File: src/rtl/ncl_dualrail_sink_if.sv
// ncl_dualrail_sink_if: dual-rail word in, ko completion out, valid/ready word out plus count/error status
interface ncl_dualrail_sink_if #(parameter int DIGITS = 32);
    logic [DIGITS-1:0] rail1, rail0, out_data;
    logic ko, out_valid, out_ready, seq_err, illegal_err;
    logic [31:0] word_count;
    modport master(output rail1, rail0, out_ready, input ko, out_data, out_valid, word_count, seq_err, illegal_err);
    modport slave(input rail1, rail0, out_ready, output ko, out_data, out_valid, word_count, seq_err, illegal_err);
endinterface

File: src/rtl/ncl_dualrail_sink.sv
// ncl_dualrail_sink: clk/init_n plus bus (rails in, ko out, out_data/out_valid/out_ready, word_count, seq_err, illegal_err) -- NCL dual-rail to binary receiver
module ncl_dualrail_sink #(
    parameter int DIGITS = 32,
    parameter int SYNC_STAGES = 2,
    parameter int STABLE_CYCLES = 2
) (
    input logic clk,
    input logic init_n,
    ncl_dualrail_sink_if.slave bus
);
    localparam int CW = $clog2(STABLE_CYCLES + 1);
    localparam logic [CW-1:0] MAXC = CW'(STABLE_CYCLES - 1);
    typedef enum logic {WAIT_DATA, WAIT_NULL} state_t;
    state_t state, nxt;
    logic [SYNC_STAGES-1:0][DIGITS-1:0] s1, s0;
    logic [DIGITS-1:0] r1, r0, p1, p0, next_word;
    logic [CW-1:0] cnt;
    logic first_seen, same, stable, all_data, all_null, illegal, free, capture;
    assign r1 = s1[SYNC_STAGES-1];
    assign r0 = s0[SYNC_STAGES-1];
    assign bus.ko = state == WAIT_NULL;
    always_comb begin
        same = r1 == p1 && r0 == p0;
        stable = same && cnt >= MAXC;
        all_data = &(r1 ^ r0);
        all_null = ~|(r1 | r0);
        illegal = |(r1 & r0);
        free = !bus.out_valid || bus.out_ready;
        capture = state == WAIT_DATA && stable && all_data && free;
        next_word = bus.out_data + 1'b1;
        nxt = capture ? WAIT_NULL : (state == WAIT_NULL && stable && all_null) ? WAIT_DATA : state;
    end
    always_ff @(posedge clk)
        state <= !init_n ? WAIT_DATA : nxt;
    always_ff @(posedge clk) begin
        if (!init_n) begin
            s1 <= '0;
            s0 <= '0;
            p1 <= '0;
            p0 <= '0;
            cnt <= '0;
            first_seen <= 1'b0;
            bus.out_data <= '0;
            bus.out_valid <= 1'b0;
            bus.word_count <= '0;
            bus.seq_err <= 1'b0;
            bus.illegal_err <= 1'b0;
        end else begin
            s1 <= {s1[SYNC_STAGES-2:0], bus.rail1};
            s0 <= {s0[SYNC_STAGES-2:0], bus.rail0};
            p1 <= r1;
            p0 <= r0;
            cnt <= !same ? '0 : (cnt == MAXC ? cnt : cnt + 1'b1);
            if (capture) begin
                bus.out_data <= r1;
                bus.out_valid <= 1'b1;
                bus.word_count <= bus.word_count + 1'b1;
                bus.seq_err <= bus.seq_err | (first_seen && r1 != next_word);
                first_seen <= 1'b1;
            end else if (bus.out_ready)
                bus.out_valid <= 1'b0;
            if (stable && illegal)
                bus.illegal_err <= 1'b1;
        end
    end
endmodule

File: src/flat_wrapper.sv
// flat-port wrapper written by rule: the top's interface ports become plain ports
module ncl_dualrail_sink_flat 
#(
    parameter int DIGITS = 32,
    parameter int SYNC_STAGES = 2,
    parameter int STABLE_CYCLES = 2
)
  (clk, init_n, bus_rail1, bus_rail0, bus_out_ready, bus_ko, bus_out_data, bus_out_valid, bus_word_count, bus_seq_err, bus_illegal_err);
  ncl_dualrail_sink_if #(.DIGITS(DIGITS)) bus_i ();
  input logic clk;
  input logic init_n;
  input wire logic [$bits(bus_i.rail1)-1:0] bus_rail1;
  input wire logic [$bits(bus_i.rail0)-1:0] bus_rail0;
  input wire logic [$bits(bus_i.out_ready)-1:0] bus_out_ready;
  output wire logic [$bits(bus_i.ko)-1:0] bus_ko;
  output wire logic [$bits(bus_i.out_data)-1:0] bus_out_data;
  output wire logic [$bits(bus_i.out_valid)-1:0] bus_out_valid;
  output wire logic [$bits(bus_i.word_count)-1:0] bus_word_count;
  output wire logic [$bits(bus_i.seq_err)-1:0] bus_seq_err;
  output wire logic [$bits(bus_i.illegal_err)-1:0] bus_illegal_err;
  assign bus_i.rail1 = bus_rail1;
  assign bus_i.rail0 = bus_rail0;
  assign bus_i.out_ready = bus_out_ready;
  assign bus_ko = bus_i.ko;
  assign bus_out_data = bus_i.out_data;
  assign bus_out_valid = bus_i.out_valid;
  assign bus_word_count = bus_i.word_count;
  assign bus_seq_err = bus_i.seq_err;
  assign bus_illegal_err = bus_i.illegal_err;
  ncl_dualrail_sink #(.DIGITS(DIGITS), .SYNC_STAGES(SYNC_STAGES), .STABLE_CYCLES(STABLE_CYCLES)) u_core (.clk(clk), .init_n(init_n), .bus(bus_i));
endmodule
File: config.mk
export PLATFORM = sky130hd
export DESIGN_NAME = ncl_dualrail_sink_flat
export DESIGN_NICKNAME = d
export VERILOG_FILES = /design/src/rtl/ncl_dualrail_sink_if.sv /design/src/rtl/ncl_dualrail_sink.sv /design/src/flat_wrapper.sv
export SDC_FILE = /design/constraint.sdc
export NUM_CORES = 1
export LEC_CHECK = 0
export ABC_AREA = 1
export CAP_MARGIN = 10
export CORE_MARGIN = 5
export CORE_UTILIZATION = 42
export CTS_CLUSTER_DIAMETER = 60
export DETAILED_ROUTE_END_ITERATION = 16
export SLEW_MARGIN = 10
export SYNTH_ARGS = -nofsm -noshare
export SYNTH_HDL_FRONTEND = slang
export SYNTH_SLANG_ARGS = --single-unit
File: constraint.sdc
create_clock -name clk -period 2.45 [get_ports clk]
set_input_delay 0.3675 -clock clk [delete_from_list [all_inputs] [get_ports clk]]
set_output_delay 0.3675 -clock clk [all_outputs]
set_load 0.02 [all_outputs]
**Yosys cells after proc, flatten, opt, wreduce, memory -nomap -nowiden**

Index checks and enable logic that the tools add are counted.
Widths: inputs -> output; s select.

- Bitwise operators: 5
- Reductions and logical operators: 18
- Order comparisons: 1
- Add/subtract/negate cells: 3
- Mux-type cells: 4
- Equality and inequality tests: 4

Operator list:

| kind | number |
|---|---|
| $add 32x1->32 const B | 2 |
| $eq 32x32->1 | 2 |
| $reduce_or 32->1 | 2 |
| $and 32x32->32 | 1 |
| $ne 32x32->1 | 1 |
| $or 32x32->32 | 1 |
| $reduce_and 32->1 | 1 |
| $xor 32x32->32 | 1 |
| $logic_and 1x1->1 | 9 |
| $mux 1 | 4 |
| $reduce_bool 2->1 | 2 |
| $add 2x1->2 const B | 1 |
| $eq 2x1->1 const B | 1 |
| $ge 2x1->1 const B | 1 |
| $logic_not 1->1 | 2 |
| $reduce_and 2->1 | 1 |
| $logic_or 1x1->1 | 1 |
| $not 1->1 | 1 |
| $or 1x1->1 | 1 |

- Flip-flop bits (word level): 263

**Longest topological paths before layout**

- Depth in word-level cells: 7
- Gate-level depth with buffers: 17

**Worst setup path before layout**

Ideal clock, no wire load.

- Path kind: reg-to-reg
- Start: reg u_core.s1, in the netlist u_core.r1[20]
- End: reg u_core.bus.word_count[26]
- Library setup time: 0.071 ns
- Period minus slack after synthesis: 2.179 ns
- Setup slack: 0.271 ns
- Data required time: 2.379 ns
- Arrival time: 2.108 ns
- Path buffers: 1
- Cell stages (with the launch flop): 9
- Cell sequence: dfxtp_1 > inv_1 > ha_1 > nand2_1 > or3_1 > nor4_2 > clkbuf_1 > nand4_1 > a21oi_1

- Longest elaborated chain between the ends: 6

Ends and longest elaborated chain:

| item | line | RTL |
|---|---|---|
| from (decl) | ncl_dualrail_sink.sv:15 | `logic [SYNC_STAGES-1:0][DIGITS-1:0] s1, s0;` |
| from (signal assigned) | ncl_dualrail_sink.sv:49 | `s1 <= {s1[SYNC_STAGES-2:0], bus.rail1};` |
| $eq 32x32->1 | ncl_dualrail_sink.sv:23 | `same = r1 == p1 && r0 == p0;` |
| $logic_and 1x1->1 | ncl_dualrail_sink.sv:23 |  |
| $logic_and 1x1->1 | ncl_dualrail_sink.sv:24 | `stable = same && cnt >= MAXC;` |
| $logic_and 1x1->1 | ncl_dualrail_sink.sv:29 | `capture = state == WAIT_DATA && stable && all_data && free;` |
| $logic_and 1x1->1 * (2 in series) | ncl_dualrail_sink.sv:29 |  |
| to (signal assigned) | ncl_dualrail_sink.sv:57 | `bus.word_count <= bus.word_count + 1'b1;` |
| to (decl) | ncl_dualrail_sink_if.sv:7 | `modport slave(input rail1, rail0, out_ready, output ko, out_data, out_valid, word_count, seq_err, illegal_err) ...` |

Every way passes the cells marked *; elsewhere a longest branch is shown, timed or not.
A chain may end at the register's enable or synchronous reset.

**Final worst setup path**

- Start: reg u_core.s0, in the netlist u_core.r0[2]
- End: reg u_core.bus.word_count[28]

- Longest elaborated chain between the ends: 6

Ends and longest elaborated chain:

| item | line | RTL |
|---|---|---|
| from (decl) | ncl_dualrail_sink.sv:15 |  |
| from (signal assigned) | ncl_dualrail_sink.sv:50 | `s0 <= {s0[SYNC_STAGES-2:0], bus.rail0};` |
| $eq 32x32->1 | ncl_dualrail_sink.sv:23 |  |
| $logic_and 1x1->1 | ncl_dualrail_sink.sv:23 |  |
| $logic_and 1x1->1 | ncl_dualrail_sink.sv:24 |  |
| $logic_and 1x1->1 | ncl_dualrail_sink.sv:29 |  |
| $logic_and 1x1->1 * (2 in series) | ncl_dualrail_sink.sv:29 |  |

Marks and branches as above.

==> results.json <==
{
  "outcome": "completed",
  "synth_compound_area_share_pct": 3.23,
  "tightest_slew_ns": 0.641,
  "r2r_slack_ns": 0.13,
  "multi_input_area_sq_um": 5780,
  "dr.pass1.iters": 5,
  "clock_skew_ns": 0.0208,
  "post-place-ws_ns": 0.0975,
  "htreeDepth": 1,
  "hp-class": "input pin to flip-flop",
  "synth_nets": 1853,
  "ys_seq_area_share_pct": 42.5,
  "final_cells": 2329,
  "diodes": 0,
  "synthesis.area_sq_um": 12400,
  "setup_viol": 0,
  "slew_headroom_pct": 56.8,
  "cts.sinks": 263,
  "die_height_um": 182,
  "synth_xor_area_share_pct": 7.28,
  "hpwlAfterDp_um": 24900,
  "timing.critical_path.cells": "buf_4 > xnor2_1 > nand2_1 > nor2_1 > nand4_1 > nor2_2 > nand3_4 > nor2_4 > buf_4 > nand4_1 > a21oi_1",
  "crit_slowest_cell": "dfxtp_1",
  "fp-row-count": 62,
  "slowest_delay_ns": 0.33,
  "cts-root-buf": "clkbuf_16",
  "criticalPathCategory": "flip-flop to flip-flop",
  "grt.overflow.total": 0,
  "numCtsBuffers": 30,
  "syn_avg_cell_area_sq_um": 7.21,
  "dp_cells": 2274,
  "initialDrtViolationCount": 628,
  "worst_slack_ns": 0.127,
  "synth_top_family_by_area": "simple AND/OR/NAND/NOR gates",
  "fin_util_pct": 54.6,
  "finalCriticalPeriod_ns": 2.32,
  "max-vdd-ir-drop_mv": 0.475,
  "portBuffers": 134,
  "ios": 135,
  "maxSlewViolCount": 0,
  "vias": 10700,
  "cp_max_fo": 22,
  "postRouteAntennaNets": 0,
  "critPathArrivalTime_ns": 2.79,
  "critPathBufInv": 2,
  "start_kind": "flip-flop",
  "grt_pass1_vias": 10200,
  "gp_congestion": 0.914,
  "die_w_um": 182,
  "dieArea_sq_um": 33000,
  "fillers": 2808,
  "critPathTopFamily": "simple AND/OR/NAND/NOR gates",
  "synthSimpleGateAreaFrac_pct": 28.7,
  "clkTransAtPathRegs_ns": 0.06,
  "synth_seq_cells": 263,
  "finalCritPeriodShare_pct": 94.8,
  "final-seq-area_sq_um": 5270,
  "wire_per_inst_um": 14.2,
  "syn-instance-count": 1718,
  "initial_core_util_pct": 42.8,
  "end_kind": "flip-flop",
  "drc": 0,
  "clock_latency_ns": 0.55,
  "cts_tree": "built",
  "syn_to_final_growth_pct": 27.5,
  "crit_required_ns": 2.92,
  "grt_pass1_wl_um": 53700,
  "antenna_found_initial": 0,
  "timing_hold_violations_final": 0,
  "fin_nets": 2059,
  "synth_mux_area_share_pct": 0,
  "powerDensity_nw_per_um2": 612,
  "synth-adder-area-share_pct": 6.87,
  "ctsLongestPathBuffers": 3,
  "layout-drive-gt1-share_pct": 8.38,
  "core_area_sq_um": 28900,
  "drv_cap": 0,
  "grt_use_total_pct": 19.6,
  "wl_um": 33000,
  "p_leak_nw": 7.97,
  "rsz0062_at_grt": "yes",
  "synth.distinct_cells": 35,
  "via_per_inst": 4.61,
  "grt_max_degree": 90,
  "fmax_ghz": 0.431,
  "yosysWarnings": 0
}
[final timing paths]
check | start | endpoint | cells past startpoint
max | u_core.r0[2]$_SDFF_PN0_ | u_core.bus.word_count[28]$_SDFFE_PN0P_ | 11
min | init_n | u_core.r1[5]$_SDFF_PN0_ | 3
max reg2reg | u_core.r0[2]$_SDFF_PN0_ | u_core.bus.word_count[28]$_SDFFE_PN0P_ | 11
min reg2reg | u_core.s1[17]$_SDFF_PN0_ | u_core.r1[17]$_SDFF_PN0_ | 2
[stage by stage]
step | area (sq um) | hold WS (ns) | total power, W | TNS, ns
finish | 15800 | 0.237 | 0.00966 | 0
global route | 15800 | 0.243 | 0.0101 | -0.0391
CTS | 15700 | 0.208 | 0.00977 | 0
detailed placement | 14700 | 0.398 | 0.00528 | 0
global placement | 14700 | 0.396 | 0.00527 | 0
floorplan | 12400 | 0.390 | 0.00495 | 0
[area by class of cell]
class                   instances  share of cell area (%)
flip-flops and latches        263                    33.4
clock inverters                12                   0.824
multi-input cells            1084                    36.6
clock buffers                  41                    5.53
repair buffers                220                    12.9
inverters                     325                    7.72
well taps                     384                    3.04
[flip-flops by register name, summed over array words and instances, names as in the netlist]
register	flops
u_core.p1	32
u_core.bus.word_count	32
u_core.r0	32
u_core.bus.out_valid	1
u_core.first_seen	1
u_core.bus.seq_err	1
u_core.p0	32
u_core.s0	32
u_core.s1	32
u_core.cnt	2
u_core.bus.out_data	32
u_core.r1	32
u_core.bus.ko	1
u_core.bus.illegal_err	1
[layout by cell type (no fill, tap or decap), types with 8 or more instances in the layout]
cell type	count
buf_4	80
a21oi_1	31
nor3_1	14
xnor2_1	68
nand2_1	467
xor2_1	35
clkdlybuf4s50_1	133
o21bai_1	8
o21ai_0	13
o21ai_1	24
dfxtp_1	260
clkbuf_16	31
ha_1	67
inv_1	324
nor2_1	194
nand3_1	50
nand3b_1	8
nor4_1	14
nand4_1	60
[power by group]
| part | internal [W] | leakage (nW) | switching (W) |
|---|---|---|---|
| Combinational | 0.000333 | 5.32 | 0.000392 |
| Clock | 0.00270 | 0.492 | 0.00178 |
| Sequential | 0.00441 | 2.15 | 0.0000594 |
[logic make-up after synthesis]
logic type | Yosys count
buffers and inverters | 371
AOI/OAI and AO/OA | 76
DFF | 263
adders and majority gates | 68
xor gates and xnor gates | 103
and+or+nand+nor | 837
[worst reg2reg max path, cell delays in order (launching register included)]
cell	delay [ns]
dfxtp_1	0.33
buf_4	0.15
xnor2_1	0.14
nand2_1	0.07
nor2_1	0.31
nand4_1	0.19
nor2_2	0.16
nand3_4	0.16
nor2_4	0.13
buf_4	0.28
nand4_1	0.13
a21oi_1	0.21
[what timing repair did]
| action | 4_1_cts | 5_1_grt |
|---|---|---|
| setup endpoints to repair | 0 | 47 |
| buffers inserted | 0 | 1 |
| resized for setup | 0 | 25 |
| hold buffers | 0 | 0 |
[metal layers]
metal  global-route usage [%]  up-vias  wire (um)
met1                     29.1     4783      16000
met4                     4.92        0        740
li1                         -     5606          -
met3                     2.84       56       2020
met2                     29.9      295      14200
met5                        0        -          0
[synthesized netlist by cell type (all sizes together)]
cell    instances  share of area [%]
a21oi          31                1.3
and2            1              0.051
and3            1              0.051
buf            11               0.54
clkbuf         35                1.1
dfxtp         263                 42
ha             68                6.9
inv           325                9.8
nand2         470                 14
nand3          53                2.3
nand3b          8               0.48
nand4          60                3.0
nor2          202                6.3
nor3           16               0.74
nor3b           4               0.24
nor4           17               0.96
nor4b           2               0.14
o21ai          37                1.5
o21bai          8               0.48
or2             2               0.10
or3             1              0.051
xnor2          68                4.8
xor2           35                2.5
No activity file was read; power rests on OpenSTA's default activity.
==> RTL edit, RTL diff (same flow settings) <==
`DIGITS` is set to 32 in 3 places; all go to 48.
--- a/src/rtl/ncl_dualrail_sink_if.sv
+++ b/src/rtl/ncl_dualrail_sink_if.sv
@@ -1,5 +1,5 @@
 // ncl_dualrail_sink_if: dual-rail word in, ko completion out, valid/ready word out plus count/error status
-interface ncl_dualrail_sink_if #(parameter int DIGITS = 32);
+interface ncl_dualrail_sink_if #(parameter int DIGITS = 48);
     logic [DIGITS-1:0] rail1, rail0, out_data;
     logic ko, out_valid, out_ready, seq_err, illegal_err;
     logic [31:0] word_count;
--- a/src/rtl/ncl_dualrail_sink.sv
+++ b/src/rtl/ncl_dualrail_sink.sv
@@ -1,6 +1,6 @@
 // ncl_dualrail_sink: clk/init_n plus bus (rails in, ko out, out_data/out_valid/out_ready, word_count, seq_err, illegal_err) -- NCL dual-rail to binary receiver
 module ncl_dualrail_sink #(
-    parameter int DIGITS = 32,
+    parameter int DIGITS = 48,
     parameter int SYNC_STAGES = 2,
     parameter int STABLE_CYCLES = 2
 ) (
--- a/src/flat_wrapper.sv
+++ b/src/flat_wrapper.sv
@@ -1,7 +1,7 @@
 // flat-port wrapper written by rule: the top's interface ports become plain ports
 module ncl_dualrail_sink_flat 
 #(
-    parameter int DIGITS = 32,
+    parameter int DIGITS = 48,
     parameter int SYNC_STAGES = 2,
     parameter int STABLE_CYCLES = 2
 )
Interface: changed (resized bus_out_data, bus_rail0 and bus_rail1); port bits go from 135 to 183. The function was not compared with the original's and may differ.
==> RTL edit against the unedited design <==
Sequential cell count rose by 112; routed wire length up 82%; cell area up 54%; clock skew rose by 0.0019 ns; worst setup slack worse by 0.10 ns; area after synthesis rose by 45%; via count rose by 54%; power up 51%; hold slack lost 0.032 ns; largest power group is now the clock network; fmax is 4.3% lower.
==> RTL edit: results (changes against the unedited design) <==
Finish
  • Ant. Diodes: 0 (unchanged)
  • Fill cells: 3954 (+41%)
  • Share of cells above drive strength 1: 0.1655 (+0.08171)
  • Count of nets after finishing: 3060 (+49%)
  • Final Non-Filler Cells: 3433 (+47%)

Global routing
  • Largest net degree at the start of global routing: 86 (-4.4%)
  • Vias in the first global route: 15780 (+55%)
  • Initial antenna violation count: 0 (unchanged)
  • First-pass GRT wire length: 89920 um (+67%)
  • GR Util All Layers: 0.2435 (+0.04737)

Placement
  • Post-Place Cells: 3327 (+46%)
  • HPWL after DPL: 46890 um (+88%)
  • Dpl cell area: 0.02157 mm2 (+47%)
  • Final GP Congestion: 0.9650 (+5.5%)
  • I/O Buffers: 182 (+36%)

Worst setup path
  • CP top delay family: simple AND/OR/NAND/NOR gates
  • Critical path's largest stage delay: 0.35 ns (+0.02 ns)
  • Critical path's slowest cell: dfxtp_1
  • Critical Path Fanout Max: 8 (-64%)
  • Crit path DAT: 2.93 ns (+0.14 ns)

Synth
  • Synthesis Warnings: 0 (unchanged)
  • Ranking of synthesized cells by area: dfxtp_1, nand2_1, inv_1
  • Syn_area_per_cell: 7.193 um2 (-0.28%)
  • Commonest cells in the netlist: nand2_1, inv_1, dfxtp_1, nor2_1, xor2_1
  • Post-synth net total: 2698 (+46%)
  • Main flop type after synthesis: dfxtp_1
  • Post-synthesis sequential area ratio: 0.4177 (-0.007226)
  • Cell variety after synth: 35 (unchanged)
  • Async set-or-reset flop fraction in the synthesized netlist: 0 (unchanged)

STA
  • Clock skew: 0.02268 ns (+0.001902 ns)
  • Rel. slew slack: 0.6088 (+0.04056)

Clock tree
  • CTS Buf Count: 43 (+43%)
  • Worst-path clk slew: 0.06 ns (about the same)
  • CTS max path bufs: 3 (unchanged)
  • Root Buffer: clkbuf_16
  • Htree depth: 2 (+1)
  • Clk_lat worst skew: 0.57 ns (+0.02 ns)

Route
  • Total number of vias: 16510 (+54%)
  • Drt first pass iters: 5 (unchanged)
  • Routed len/inst: 17.47 um (+23%)
  • 1st-iter DRT viols: 1113 (+77%)

Status
  • Outcome: complete, no violations

Power and ir drop
  • Static leakage: 0.01261 uW (+58%)
  • Maximum VDD drop: 0.4578 mV (-3.6%)

Worst hold path
  • HP Class: primary input to flop
RTL edit: cell count changes in the layout (fill, tap and decap cells not counted), sizes merged, moves of 71 or more:
cell	unedited run	this run
xor2	35	106
nand2	470	668
nor2	202	300
buf	86	193
inv	328	497
dfxtp	263	375
RTL edit: power by group:
part | switching [uW] | total [uW] | internal [uW] | leakage (uW)
combinational | 752 | 1370 | 613 | 0.00879
clock | 2640 | 6800 | 4160 | 0.000727
sequential | 105 | 6400 | 6290 | 0.00310
total | 3490 | 14600 | 11100 | 0.0126
RTL edit: cell type report:
type | count | area, um2 | share of cell area
multi-input combinational | 1567 | 9030 | 0.3724
sequential | 375 | 7610 | 0.3138
timing repair buffer | 378 | 3578 | 0.1476
inverter | 496 | 1864 | 0.07688
clock buffer | 54 | 1137 | 0.04690
tap | 539 | 674.4 | 0.02781
clock inverter | 24 | 354.1 | 0.01460
RTL edit: worst paths after layout:
kind,slack [ns],to,from,cells past startpoint
max,0.02,u_core.bus.out_data[1]$_SDFFE_PN0P_,u_core.r0[28]$_SDFF_PN0_,14
min,0.20,u_core.s1[39]$_SDFF_PN0_,init_n,3
max reg2reg,0.02,u_core.bus.out_data[1]$_SDFFE_PN0P_,u_core.r0[28]$_SDFF_PN0_,14
min reg2reg,0.41,u_core.r0[26]$_SDFF_PN0_,u_core.s0[26]$_SDFF_PN0_,2
RTL edit: repair_timing:
item | CTS | global route
gates resized for setup | 16 | 200
gates cloned | 0 | 7
endpoints found under the setup margin | 74 | 82
buffers inserted | 1 | 20
pin swaps | 5 | 32
hold buffers | 0 | 0
RTL edit: metal layers:
metal  vias to the layer above  track usage  routed length, um
met5                         -            0                  0
met4                         0      0.07373               1692
met3                        92      0.03391               3402
met2                       473       0.3952              27330
met1                      7654       0.3395              27540
li1                       8292            -                  -
RTL edit: logic make-up (layout without fill, tap and decap cells):
logic type               Yosys count  in the layout  share of synthesized area
flip-flops                       375            375                     0.4177
AO/OA/AOI/OAI                     95             95                    0.02743
AND/OR/NAND/NOR                 1226           1227                     0.2940
buffers and inverters            558            952                     0.1207
adder cells (fa/ha/maj)          100            100                    0.06961
XOR/XNOR                         145            145                    0.07065
RTL edit: tightest hold or removal path, stage by stage:
cell and delay [ns]:
buf_8 0.22, nand2_1 0.10, inv_1 0.03
RTL edit: through the flow:
stage	utilization	worst slack, ns	hold slack (ns)	total power (uW)	TNS, ns
3_5_place_dp	0.5119	-0.1442	0.3970	7787	-2.929
3_3_place_gp	0.5119	-0.09706	0.3921	7780	-1.352
2_1_floorplan	-	0.3047	0.3905	7135	0
5_1_grt	0.5755	-0.08464	0.2199	15130	-1.503
6_report	0.5755	0.02386	0.2049	14560	0
4_1_cts	0.5486	0.003779	0.1735	14620	0
